**src/rtl/pe_array_sequencer.sv**
```systemverilog
// pe_array_sequencer: loads one control word per PE into a local bank over a
// valid/ready stream, then enables the whole PE row for a programmed number of
// cycles and pulses done. Sole driver of PE en and ctrl_signals_in.
module pe_array_sequencer #(
  parameter int NUM_PE  = 4,
  parameter int CTRL_W  = 8,
  parameter int CYCLE_W = 8
) (
  input  logic                       clock,
  input  logic                       reset_n,
  input  logic                       start,
  input  logic                       skip_load,
  input  logic [CYCLE_W-1:0]         run_cycles,
  input  logic                       abort,
  input  logic                       cfg_valid,
  input  logic [CTRL_W-1:0]          cfg_data,
  output logic                       cfg_ready,
  output logic [NUM_PE*CTRL_W-1:0]   ctrl_out,
  output logic [NUM_PE-1:0]          pe_en,
  output logic                       busy,
  output logic                       done
);

  // Index width kept at least 1 bit so a single-PE build still elaborates.
  localparam int IDX_W = (NUM_PE > 1) ? $clog2(NUM_PE) : 1;
  localparam logic [IDX_W-1:0]   LAST_IDX = IDX_W'(NUM_PE - 1);
  localparam logic [CYCLE_W-1:0] CNT_ONE  = CYCLE_W'(1);

  typedef enum logic [1:0] {
    S_IDLE = 2'd0,
    S_LOAD = 2'd1,
    S_RUN  = 2'd2,
    S_DONE = 2'd3
  } state_t;

  state_t             r_state;
  state_t             w_state_next;
  logic [IDX_W-1:0]   r_idx;
  logic [IDX_W-1:0]   w_idx_next;
  logic [CYCLE_W-1:0] r_cnt;
  logic [CYCLE_W-1:0] w_cnt_next;
  logic               w_wr_en;
  logic [CTRL_W-1:0]  r_bank [NUM_PE];

  // State, word index and run counter registers.
  always_ff @(posedge clock or negedge reset_n) begin
    if (!reset_n) begin
      r_state <= S_IDLE;
      r_idx   <= '0;
      r_cnt   <= '0;
    end else begin
      r_state <= w_state_next;
      r_idx   <= w_idx_next;
      r_cnt   <= w_cnt_next;
    end
  end

  // Next-state, index, counter and bank-write decode; abort overrides all.
  always_comb begin
    w_state_next = r_state;
    w_idx_next   = r_idx;
    w_cnt_next   = r_cnt;
    w_wr_en      = 1'b0;
    if (abort) begin
      w_state_next = S_IDLE;
      w_idx_next   = '0;
      w_cnt_next   = '0;
    end else begin
      case (r_state)
        S_IDLE: begin
          if (start) begin
            w_cnt_next = run_cycles;
            if (!skip_load) begin
              w_state_next = S_LOAD;
            end else if (run_cycles != '0) begin
              w_state_next = S_RUN;
            end else begin
              w_state_next = S_DONE;
            end
          end
        end
        S_LOAD: begin
          if (cfg_valid) begin
            w_wr_en = 1'b1;
            if (r_idx == LAST_IDX) begin
              w_idx_next   = '0;
              w_state_next = (r_cnt != '0) ? S_RUN : S_DONE;
            end else begin
              w_idx_next = r_idx + 1'b1;
            end
          end
        end
        S_RUN: begin
          // Leaving at a count of 1 means the counter can never wrap.
          w_cnt_next = r_cnt - 1'b1;
          if (r_cnt == CNT_ONE) begin
            w_state_next = S_DONE;
          end
        end
        S_DONE: begin
          w_state_next = S_IDLE;
        end
        default: begin
          w_state_next = S_IDLE;
        end
      endcase
    end
  end

  // Configuration bank: cleared by reset, written only by accepted LOAD words.
  always_ff @(posedge clock or negedge reset_n) begin
    if (!reset_n) begin
      for (int k = 0; k < NUM_PE; k++) begin
        r_bank[k] <= '0;
      end
    end else if (w_wr_en) begin
      r_bank[r_idx] <= cfg_data;
    end
  end

  // Each PE's control slice comes straight from its bank entry.
  generate
    for (genvar gi = 0; gi < NUM_PE; gi++) begin : g_ctrl
      assign ctrl_out[gi*CTRL_W +: CTRL_W] = r_bank[gi];
    end
  endgenerate

  // Status outputs decode from registered state; abort squashes ready so a
  // word presented alongside it is never consumed.
  assign cfg_ready = (r_state == S_LOAD) && !abort;
  assign pe_en     = {NUM_PE{r_state == S_RUN}};
  assign busy      = (r_state != S_IDLE);
  assign done      = (r_state == S_DONE);

endmodule

```
**config.mk**
```make
export PLATFORM = sky130hd
export DESIGN_NAME = pe_array_sequencer
export DESIGN_NICKNAME = d
export VERILOG_FILES = /design/src/rtl/pe_array_sequencer.sv
export SDC_FILE = /design/constraint.sdc
export NUM_CORES = 1
export LEC_CHECK = 0
export ABC_AREA = 1
export ABC_CLOCK_PERIOD_IN_PS = 1500
export CORE_MARGIN = 8
export CORE_UTILIZATION = 40
export CTS_BUF_LIST = sky130_fd_sc_hd__clkbuf_8
export DETAILED_ROUTE_END_ITERATION = 7
export DONT_BUFFER_PORTS = 1
export PLACE_DENSITY_LB_ADDON = 0.08
export SLEW_MARGIN = 20
export SYNTH_ARGS = -nofsm -noshare
export SYNTH_HDL_FRONTEND = slang
export SYNTH_SLANG_ARGS = --single-unit
```
**constraint.sdc**
```tcl
create_clock -name clock -period 1.5 [get_ports clock]
set_input_delay 0.3 -clock clock [delete_from_list [all_inputs] [get_ports clock]]
set_output_delay 0.3 -clock clock [all_outputs]
set_load 0.1 [all_outputs]
```
Yosys cells after proc, flatten, opt, wreduce, memory -nomap -nowiden

Cells that the tools add are included.

Output and inout port bits: 39
Logic and storage cells: 56
Input port bits: 22
Bits in registers: 44

Equal/unequal tests: 9
Bitwise logic cells: 1
Muxes and demuxes: 22
Reductions and logical operators: 13
Add/sub/neg operators: 2
$lt $le $gt $ge: 2

Operators with widths:

| cell                                                     | number |
|---|---|
| bitwise mux 32 bit                                       | 1 |
| 2-to-1 mux 8 bit                                         | 3 |
| 2-to-1 mux 2 bit                                         | 10 |
| demux 8 bit (select 2 bit)                               | 1 |
| one-hot mux 8 bit (2 select lines)                       | 1 |
| nonzero test 8 bit                                       | 2 |
| inequality test 3 bit, second input constant             | 3 |
| equality test 8 x 1 -> 1 bit, second input constant      | 1 |
| one-hot mux 2 bit (4 select lines)                       | 1 |
| subtractor 8 x 1 -> 8 bit, second input constant         | 1 |
| equality test 2 bit, second input constant               | 3 |
| nonzero test 2 bit                                       | 3 |
| 2-to-1 mux 1 bit                                         | 5 |
| AND reduction 2 bit                                      | 2 |
| AND reduction 4 bit                                      | 1 |
| greater-or-equal comparator 3 bit, second input constant | 1 |
| < comparator 3 x 1 -> 1 bit, second input constant       | 1 |
| inequality test 3 x 2 -> 1 bit, second input constant    | 1 |
| inverter 2 -> 3 bit                                      | 1 |
| nonzero test 3 bit                                       | 1 |
| adder 2 x 1 -> 2 bit, second input constant              | 1 |
| equality test 2 x 1 -> 1 bit, second input constant      | 1 |
| logical AND 1 bit                                        | 2 |
| zero test 2 bit                                          | 1 |
| zero test 1 bit                                          | 1 |

Logic depth before layout (Yosys ltp)

Word-level depth: 6
Depth in mapped cells: 10
Mapped depth without buffers: 10

Least setup slack after synthesis

No wires, ideal clock.

Path type: register -> register
From: register r_state[0]
To: register r_state[0]
Required time: 1.380 ns
Cell stages (with the launch flop): 10
Data arrival time: 2.168 ns
Slack: -0.789 ns
Clock period less this slack: 2.289 ns
Library setup time: 0.120 ns
Cells stage by stage: dfrtp_1 > inv_1 > ha_1 > inv_1 > nor2_2 > inv_2 > nor2_1 > nor2_1 > nand3_1 > nand2_1

Longest elaborated chain between the ends: 3

Ends and longest elaborated chain:

| what                                                                                                         | RTL line | RTL |
|---|---|---|
| from (decl)                                                                                                  | 36       | `state_t r_state;` |
| from (signal assigned)                                                                                       | 52       | `r_state <= w_state_next;` |
| equality test 2 bit *                                                                                        | -        |  |
| net pe_en[0]                                                                                                 | 19       | `output logic [NUM_PE-1:0] pe_en,` |
| inequality test 3 x 2 -> 1 bit (no source line) / one-hot mux 2 bit (4 select lines) (equally long branches) | -        |  |
| AND reduction 4 bit (no source line) / 2-to-1 mux 2 bit (equally long branches)                              | -        |  |

Mark *: on every way through the listed nets, which the timed path passes. The rest lies on a longest branch.
A chain may end at the register's enable or synchronous reset.

Final worst setup path

From: register r_state[0]
To: output port pe_en[1]

Longest elaborated chain between the ends: 1

Ends and longest elaborated chain:

| what                | RTL line | RTL |
|---|---|---|
| equality test 2 bit | 131      | `assign pe_en = {NUM_PE{r_state == S_RUN}};` |
| to (decl)           | 19       |  |

No other way between the ends.

==> out/results.ini <==
[outcome]
outcome=finished with violations
violations=negative setup slack

[place]
dp_cells=362
port_buffers=0
hpwl_microns=3880
finalWeightedCongestion=0.835

[detailed_routing]
num_vias=1804
drt-initial-drc-count=66
drt_pre_antenna_iters=4
drc_errors=0
wirelength_microns=5770
viasPerCell=4.71
ant_nets=0
post_drt_wl_per_cell_microns=15.1

[worst_hold_path]
hp-class=in -> reg

[die]
die_w_microns=91.9
io_pins=61
die_area_sq_um=8440
dieHeight_microns=91.9
start_util=0.416
core_sq_um=5540
rows=27

[synth]
synthesis.nets=288
synth_cells=255
ys_types=23
synth-seq-cells=44
yosysSeqAreaShare=0.478
syn-cell-area_sq_um=2300
synth_area_per_cell_sq_um=9.03
ys_warn_count=0

[final_layout]
syn_to_final_growth_pct=36.9
drive_above_1_share=0.450
fin_nets=343
fillCellCount=515
final_core_util=0.569
instances_no_fill=383
num_antenna_cells=0

[worst_setup_path]
crit_path_end_kind=output port
crit_arrival_ns=1.29
path_buf_inv=2
slowest_delay_ns=0.41
path_class=reg -> out
crit_path_start_kind=register
crit_family=buffers and inverters
critical_path.slowest_cell=dfrtp_1
cp.required_ns=1.20
crit_path_max_fanout=3
crit_chain=inv_2, ha_4, buf_16
r2r_slack_ns=-0.07

[clock_tree]
cts.sinks=44
cts_buffers=5
root_buffer=clkbuf_8
clkLatencyLatePin_ns=0.29
cts_tree=done
cts.clk_slew.worst_paths_ns=0.08
clockBufferDepth=2
htreeDepth=2

[grt]
top_usage_layer=met2
use_met1=0.144
grt_pass1_vias=1782
grt_use_total=0.130
grt_antenna_before_repair=0
grt_pass1_wl_microns=8870
grt_use_met2=0.223
gr-usage-met3=0.0513
grt-ovfl-total=0
grt_max_degree=45

[sta]
skew_ns=0.00395
max_slew_margin=0.735
fin_crit_ns=1.59
max_freq_mhz=627
max_slew.worst_pin.slew_ns=0.397
drv_slew=0
post-route-period-util=1.06
setup_viol=44
rsz0062_at_grt=true
hold_viol_final=0
setup_ws_ns=-0.0950

[power_and_ir_drop]
irDropWorstVdd_v=0.00150
powerDensity_nw_per_um2=2110
leakagePower_nw=1.50

[job]
drv_cap=0

[final timing paths]
check                                    startpoint                       end  depth (start not counted)
setup reg to reg             r_state[0]$_DFFE_PN0P_  ctrl_out[27]$_DFFE_PN0P_                         10
setup / recovery             r_state[0]$_DFFE_PN0P_                  pe_en[1]                          3
hold / removal                                abort    r_state[1]$_DFFE_PN0P_                          3
min in group asynchronous                   reset_n  ctrl_out[16]$_DFFE_PN0P_                          2
hold reg to reg            ctrl_out[25]$_DFFE_PN0P_  ctrl_out[25]$_DFFE_PN0P_                          2
max in group asynchronous                   reset_n  ctrl_out[27]$_DFFE_PN0P_                          2
[through the flow]
| stage | instance area, sq um | setup TNS (ns) | power [mW] | hold WS (ns) | setup WS, ns |
|---|---|---|---|---|---|
| 6_report | 3150 | -1.39 | 6.64 | 0.179 | -0.0950 |
| 5_1_grt | 3150 | -5.17 | 7.02 | 0.177 | -0.158 |
| 4_1_cts | 2950 | -1.96 | 6.47 | 0.189 | -0.112 |
| 3_5_place_dp | 2740 | -0.00356 | 5.51 | 0.00582 | -0.00356 |
| 3_3_place_gp | 2740 | 0 | 5.50 | 0.00584 | 0.0143 |
| 2_1_floorplan | 2380 | -11.82 | 4.76 | 0.00441 | -0.382 |
[routing by layer]
| metal | share of wire | wire (microns) | vias to the layer above |
|---|---|---|---|
| li1 | - | - | 917 |
| met1 | 0.42 | 2450 | 835 |
| met2 | 0.49 | 2820 | 47 |
| met3 | 0.078 | 449 | 5 |
| met4 | 0.0080 | 46 | 0 |
| met5 | 0 | 0 | - |
[cell type report]
class                           instances  area, sq um  area share
Inverter                               36          154      0.0488
Clock buffer                            6         82.6      0.0262
Sequential cell                        44         1100       0.349
Clock inverter                          2         11.3     0.00357
Multi-Input combinational cell        171         1240       0.393
Tap cell                               72         90.1      0.0286
Timing Repair inverter                  1         8.76     0.00278
Timing Repair Buffer                   51          467       0.148
[flip-flops by register name, summed over array words and instances (netlist names)]
name      cells
ctrl_out     32
r_cnt         8
r_idx         2
r_state       2
[cells in the mapped netlist]
cell type / count / area (sq um)
nor3_2: 1 / 10.0
ha_1: 11 / 138
nand3_1: 5 / 25.0
a21oi_1: 5 / 25.0
o21ai_2: 31 / 272
o21ai_1: 9 / 45.0
nor2_2: 2 / 12.5
nor2_1: 17 / 63.8
inv_1: 32 / 120
nand4_1: 2 / 12.5
dfrtp_1: 44 / 1100
inv_6: 1 / 8.76
o22ai_1: 2 / 12.5
xor2_1: 1 / 8.76
nand2_4: 5 / 56.3
buf_6: 4 / 45.0
o21bai_1: 1 / 7.51
buf_4: 3 / 22.5
nand2_2: 1 / 6.26
nand2_1: 66 / 248
nor2_4: 1 / 11.3
inv_2: 3 / 11.3
o21ai_0: 8 / 40.0
[tightest hold or removal path: stages]
cell	delay [ns]
a21oi_1	0.03
nand2_2	0.05
o21ai_2	0.05
[kinds of logic after synthesis]
group,Yosys count,share of synthesized area
adders and majority gates,11,0.0598
xor gates and xnor gates,1,0.00381
AOI/OAI and AO/OA,56,0.174
buffers and inverters,43,0.0902
DFF,44,0.478
and+or+nand+nor,100,0.193
[where the power goes]
part	total [mW]	switching, mW	leakage, nW	internal, mW
sequential	1.67	0.167	0.590	1.51
clock	0.767	0.399	0.0486	0.368
combinational	4.20	3.09	0.864	1.11
[placed cells by master, fill, tap and decap left out, types with 3 or more instances in the layout]
| cell type | synthesis | final |
|---|---|---|
| nand2_1 | 66 | 46 |
| dfrtp_1 | 44 | 44 |
| buf_4 | 3 | 44 |
| o21ai_2 | 31 | 32 |
| inv_1 | 32 | 28 |
| nand2_2 | 1 | 20 |
| nor2_1 | 17 | 15 |
| o21ai_1 | 9 | 10 |
| nand2_8 | 0 | 8 |
| ha_1 | 11 | 7 |
| inv_2 | 3 | 6 |
| clkbuf_8 | 0 | 6 |
| a21oi_1 | 5 | 5 |
| o21ai_0 | 8 | 5 |
| nand3_1 | 5 | 4 |
| ha_4 | 0 | 4 |
| nor2_4 | 1 | 3 |
| buf_12 | 0 | 3 |
[what timing repair did]
item | in CTS | in global routing
gates cloned | 0 | 4
setup buffers | 5 | 3
gates resized for setup | 12 | 30
endpoints found under the setup margin | 13 | 49
hold buffers | 2 | 0
endpoints found under the hold margin | 44 | 0
pin swaps | 6 | 3
Note: power is estimated with default switching activity, not from simulation.
